<file path="config.mk">
export PLATFORM = sky130hd
export DESIGN_NAME = pong_match_ctrl
export DESIGN_NICKNAME = d
export VERILOG_FILES = /design/src/rtl/pong_pkg.sv /design/src/rtl/pong_match_ctrl_btn_edge.sv /design/src/rtl/pong_match_ctrl.sv
export SDC_FILE = /design/constraint.sdc
export NUM_CORES = 1
export LEC_CHECK = 0
export ABC_AREA = 1
export CAP_MARGIN = 20
export CORE_MARGIN = 2
export CORE_UTILIZATION = 40
export DETAILED_ROUTE_END_ITERATION = 10
export MAX_ROUTING_LAYER = met4
export PLACE_DENSITY_LB_ADDON = 0.1
export SETUP_SLACK_MARGIN = 0.05
export SKIP_CTS_REPAIR_TIMING = 1
export SLEW_MARGIN = 20
export SYNTH_ARGS = -nofsm -noshare
export SYNTH_HDL_FRONTEND = slang
export SYNTH_SLANG_ARGS = --single-unit
</file>
<file path="constraint.sdc">
create_clock -name clk_in -period 3.1 [get_ports clk_in]
set_input_delay 0.465 -clock clk_in [delete_from_list [all_inputs] [get_ports clk_in]]
set_output_delay 0.465 -clock clk_in [all_outputs]
set_load 0.03 [all_outputs]
</file>
<file path="src/rtl/pong_pkg.sv">
// Shared definitions for the Pong match sequencer.
// State encodings are visible on state_o for debug and display.
package pong_pkg;

   typedef enum logic [2:0] {
      IDLE      = 3'd0,
      SERVE     = 3'd1,
      PLAY      = 3'd2,
      PAUSE     = 3'd3,
      POINT     = 3'd4,
      GAME_OVER = 3'd5
   } state_e;

   localparam int SCREEN_X_LAST = 639;
   localparam int SCREEN_Y_LAST = 479;

endpackage

</file>
<file path="src/rtl/pong_match_ctrl_btn_edge.sv">
// Two-flop synchroniser plus rising-edge detect for a raw button.
// The pulse is high for one cycle, in the third cycle after the press.
module btn_edge (
   input  logic clk_in,
   input  logic i_rst,
   input  logic btn_i,
   output logic pulse_o
);

   logic [2:0] sh_q;

   always_ff @(posedge clk_in or negedge i_rst) begin
      if (!i_rst) sh_q <= '0;
      else        sh_q <= {sh_q[1:0], btn_i};
   end

   assign pulse_o = sh_q[1] & ~sh_q[2];

endmodule

</file>
<file path="src/rtl/pong_match_ctrl.sv">
// Match-level sequencer: serve timing, scoring, pause and game over.
// Every output is a register updated on the edge that sees its cause.
module pong_match_ctrl
   import pong_pkg::*;
#(
   parameter int WIN_SCORE    = 7,
   parameter int SCORE_W      = 4,
   parameter int SERVE_FRAMES = 60,
   parameter int POINT_FRAMES = 30
) (
   input  logic               clk_in,
   input  logic               i_rst,
   input  logic               frame_end,
   input  logic               start_btn,
   input  logic               pause_btn,
   input  logic               point_p1,
   input  logic               point_p2,
   output logic               ball_run,
   output logic               ball_recenter,
   output logic               serve_dir,
   output logic [SCORE_W-1:0] score1,
   output logic [SCORE_W-1:0] score2,
   output logic               game_over,
   output logic               winner,
   output logic [2:0]         state_o
);

   localparam int MAXF = (SERVE_FRAMES > POINT_FRAMES) ?
                         SERVE_FRAMES : POINT_FRAMES;
   localparam int FW = (MAXF < 2) ? 1 : $clog2(MAXF);
   localparam logic [FW-1:0] SERVE_LAST = FW'(SERVE_FRAMES - 1);
   localparam logic [FW-1:0] POINT_LAST = FW'(POINT_FRAMES - 1);
   localparam logic [SCORE_W-1:0] WIN = SCORE_W'(WIN_SCORE);

   function automatic logic [SCORE_W-1:0] sat_inc(
      input logic [SCORE_W-1:0] v
   );
      return (&v) ? v : v + 1'b1;
   endfunction

   logic start_p;
   logic pause_p;

   btn_edge u_start (
      .clk_in  (clk_in),
      .i_rst   (i_rst),
      .btn_i   (start_btn),
      .pulse_o (start_p)
   );

   btn_edge u_pause (
      .clk_in  (clk_in),
      .i_rst   (i_rst),
      .btn_i   (pause_btn),
      .pulse_o (pause_p)
   );

   logic [1:0] pt_q, pt_old_q, pt_rise;
   state_e state_q, state_d;
   logic [FW-1:0] fcnt_q, fcnt_d;
   logic [SCORE_W-1:0] s1_q, s1_d, s2_q, s2_d;
   logic dir_q, dir_d, win_q, win_d, rc_q, rc_d;
   logic run_q, go_q;

   assign pt_rise = pt_q & ~pt_old_q;

   always_comb begin
      state_d = state_q;
      fcnt_d  = fcnt_q;
      s1_d    = s1_q;
      s2_d    = s2_q;
      dir_d   = dir_q;
      win_d   = win_q;
      rc_d    = 1'b0;
      unique case (state_q)
         IDLE, GAME_OVER: begin
            if (start_p) begin
               s1_d    = '0;
               s2_d    = '0;
               dir_d   = 1'b0;
               fcnt_d  = '0;
               rc_d    = 1'b1;
               state_d = SERVE;
            end
         end
         SERVE: begin
            if (frame_end) begin
               if (fcnt_q == SERVE_LAST) begin
                  fcnt_d  = '0;
                  state_d = PLAY;
               end else begin
                  fcnt_d = fcnt_q + 1'b1;
               end
            end
         end
         PLAY: begin
            // a point outranks a pause arriving in the same cycle
            if (|pt_rise) begin
               state_d = POINT;
               fcnt_d  = '0;
               if (pt_rise == 2'b01) begin
                  s1_d  = sat_inc(s1_q);
                  dir_d = 1'b1;
               end else if (pt_rise == 2'b10) begin
                  s2_d  = sat_inc(s2_q);
                  dir_d = 1'b0;
               end
            end else if (pause_p) begin
               state_d = PAUSE;
            end
         end
         PAUSE: begin
            if (start_p)      state_d = IDLE;
            else if (pause_p) state_d = PLAY;
         end
         POINT: begin
            if (frame_end) begin
               if (fcnt_q == POINT_LAST) begin
                  fcnt_d = '0;
                  if (s1_q == WIN || s2_q == WIN) begin
                     state_d = GAME_OVER;
                     win_d   = (s2_q == WIN);
                  end else begin
                     rc_d    = 1'b1;
                     state_d = SERVE;
                  end
               end else begin
                  fcnt_d = fcnt_q + 1'b1;
               end
            end
         end
         default: state_d = IDLE;
      endcase
   end

   always_ff @(posedge clk_in or negedge i_rst) begin
      if (!i_rst) begin
         state_q  <= IDLE;
         fcnt_q   <= '0;
         s1_q     <= '0;
         s2_q     <= '0;
         dir_q    <= 1'b0;
         win_q    <= 1'b0;
         rc_q     <= 1'b0;
         run_q    <= 1'b0;
         go_q     <= 1'b0;
         pt_q     <= '0;
         pt_old_q <= '0;
      end else begin
         state_q  <= state_d;
         fcnt_q   <= fcnt_d;
         s1_q     <= s1_d;
         s2_q     <= s2_d;
         dir_q    <= dir_d;
         win_q    <= win_d;
         rc_q     <= rc_d;
         run_q    <= (state_d == PLAY);
         go_q     <= (state_d == GAME_OVER);
         pt_q     <= {point_p2, point_p1};
         pt_old_q <= pt_q;
      end
   end

   assign state_o       = state_q;
   assign ball_run      = run_q;
   assign ball_recenter = rc_q;
   assign serve_dir     = dir_q;
   assign score1        = s1_q;
   assign score2        = s2_q;
   assign game_over     = go_q;
   assign winner        = win_q;

endmodule

</file>
==> impl_metrics.toml <==
[timing]
post-route-period-util_pct = 64.7
worstMarginPinSlew_ns = 0.650
fmax_mhz = 498
hold_viol_final = 0
whs_ns = 0.349
rsz0062_at_grt = "no"
skew_ns = 0.00290
fin_crit_ns = 2.01
final_max_slew_viol_count = 0
relSlewSlack_pct = 56.5
setup_viol = 0
tns_ns = 0

[critical_path]
worstSetupEndpointType = "output pin"
cpPeakStageDelay_ns = 0.73
path_class = "reg -> out"
path_cells = "clkdlybuf4s50_1"
crit_required_ns = 2.63
cpMaxStageDelayCell = "clkdlybuf4s50_1"
path_buf_inv = 1
path_max_fanout = 8
cp-startpoint = "state_o[1]$_DFF_PN0_"
cp_top_family = "buffers and inverters"
cp.arrival_ns = 1.54
startpoint_type = "flop"
rr_startpoint = "state_o[1]$_DFF_PN0_"

[drt]
wl_met3_um = 143
viasPerCell = 4.96
dr_total_vias = 1473
first_iter_violations = 49
wl_met2_mm = 1.62
ant_nets = 0
drt-met1-wl_mm = 1.58
wl_mm = 3.40
dr.max_layer_used = "met4"
wl_per_cell_um = 11.4
dr.pass1.iters = 4
drc_errors = 0

[pwr]
power.leakage_nw = 1.04
powerDensity_nw_per_um2 = 475
peakVddDrop_uv = 210

[place]
dpl.hpwl_mm = 2.48
dp_cells = 289
numPortBuffers = 22
dpl-instance-area_um2 = 2010
gp_congestion = 0.795

[die]
initial_utilization_pct = 42.4
die_x_um = 69.8
dieHeight_um = 69.8
io_pins = 23
dieArea_um2 = 4870
core_area_um2 = 4090
rows = 23

[layout]
layout_commonest_cell = "nand2_1"
n_fill_cell = 424
final_area_um2 = 2100
mostFrequentLayoutCells = "nand2_1 (64), dfrtp_1 (32), inv_1 (24), clkdlybuf4s50_1 (22), nand3_1 (20)"
area_growth_pct = 21.5
finalNonFillerCells = 297
drive_above_1_share_pct = 10.1
nets = 260
diodes = 0

[yosys]
syn_avg_cell_area_um2 = 7.98
yosysSeqAreaShare_pct = 46.2
netlist_area_um2 = 1730
synth_cell_type_count = 27
synthCells = 217
yosys_warnings = 0
syn_nets = 231
synth_seq_cells = 32

[grt]
grt_pass1_vias = 1436
grtUsageTotal_pct = 16.4
overflow = 0
grt_max_degree = 33
antenna_found_initial = 0
grt_pass1_wl_mm = 6.18

[cts]
cts-root-buf = "clkbuf_8"
cts_tree = "built"
numCtsBuffers = 5
cts_max_level = 2
clock_path_buffers = 2
clk_latency_ns = 0.28
clkTransAtPathRegs_ns = 0.06
cts_sinks = 32

[hold_path]
hold_path.class = "reg -> reg"
worstHoldStart = "u_start.sh_q[0]$_DFF_PN0_"

[flow_run]
cap_violations = 0

[run_status]
outcome = "finished clean"
Yosys cell counts, drive strengths merged:
| cell | instances | area share, % |
|---|---|---|
| a21oi | 2 | 0.58 |
| buf | 1 | 0.65 |
| dfrtp | 32 | 46 |
| ha | 7 | 5.1 |
| inv | 27 | 6.0 |
| nand2 | 67 | 15 |
| nand3 | 22 | 7.4 |
| nand3b | 2 | 1.6 |
| nand4 | 4 | 1.4 |
| nor2 | 21 | 5.0 |
| nor3 | 3 | 1.4 |
| nor3b | 1 | 0.43 |
| o21a | 1 | 0.43 |
| o21ai | 22 | 6.6 |
| o22ai | 1 | 0.36 |
| or2 | 1 | 0.36 |
| xor2 | 3 | 1.5 |
area by class of cell:
cell class                      instances  area (um2)  area share, %
Clock buffer                            6        82.6           3.93
Sequential cell                        32         801           38.1
Clock inverter                          2        10.0          0.476
Tap cell                               50        62.6           2.97
Multi-Input combinational cell        157         816           38.8
Timing Repair Buffer                   23         228           10.8
Inverter                               27         104           4.94
power breakdown:
group / switching, mW / internal [mW]
clock network: 0.150 / 0.177
registers: 0.0428 / 0.455
logic: 0.104 / 0.0719
total: 0.296 / 0.703
final timing paths:
path                                        endpoint  slack (ns)  cells after the start
setup / recovery                          state_o[1]        1.09                      1
hold / removal             u_start.sh_q[1]$_DFF_PN0_        0.35                      0
setup reg to reg               fcnt_q[5]$_DFFE_PN0P_        1.44                      6
hold reg to reg            u_start.sh_q[1]$_DFF_PN0_        0.35                      0
max in group asynchronous      score2[3]$_DFFE_PN0P_        2.22                      2
min in group asynchronous         ball_run$_DFF_PN0_        0.59                      2
registers in the layout, summed over array words and instances (netlist names):
| register | flops |
|---|---|
| pt_q | 2 |
| u_start.sh_q | 3 |
| game_over | 1 |
| state_o | 3 |
| u_pause.sh_q | 3 |
| ball_run | 1 |
| score1 | 4 |
| pt_old_q | 2 |
| score2 | 4 |
| fcnt_q | 6 |
| winner | 1 |
| serve_dir | 1 |
| ball_recenter | 1 |
kinds of logic (layout without fill, tap and decap cells):
family | after synthesis | after routing | synth area share (%)
adder cells (fa/ha/maj) | 7 | 7 | 5.06
flip-flops | 32 | 32 | 46.2
AO/OA/AOI/OAI | 26 | 26 | 7.95
XOR/XNOR | 3 | 3 | 1.52
buffers and inverters | 28 | 58 | 6.65
AND/OR/NAND/NOR | 121 | 121 | 32.6
stage by stage:
| stage | power [mW] | util [%] | worst slack, ns |
|---|---|---|---|
| finish | 1.00 | 51.5 | 1.09 |
| global route | 1.07 | 51.5 | 1.03 |
| CTS | 1.02 | 51.5 | 1.08 |
| detailed placement | 0.682 | 49.2 | 1.36 |
| global placement | 0.680 | 49.2 | 1.39 |
| floorplan | 0.630 | - | 1.52 |
layer usage:
metal	global-route usage, %	up-vias
met4	6.41	0
met1	19.4	688
li1	-	756
met2	26.7	25
met5	-	-
met3	4.22	4
Note: power is estimated with default switching activity, not from simulation.
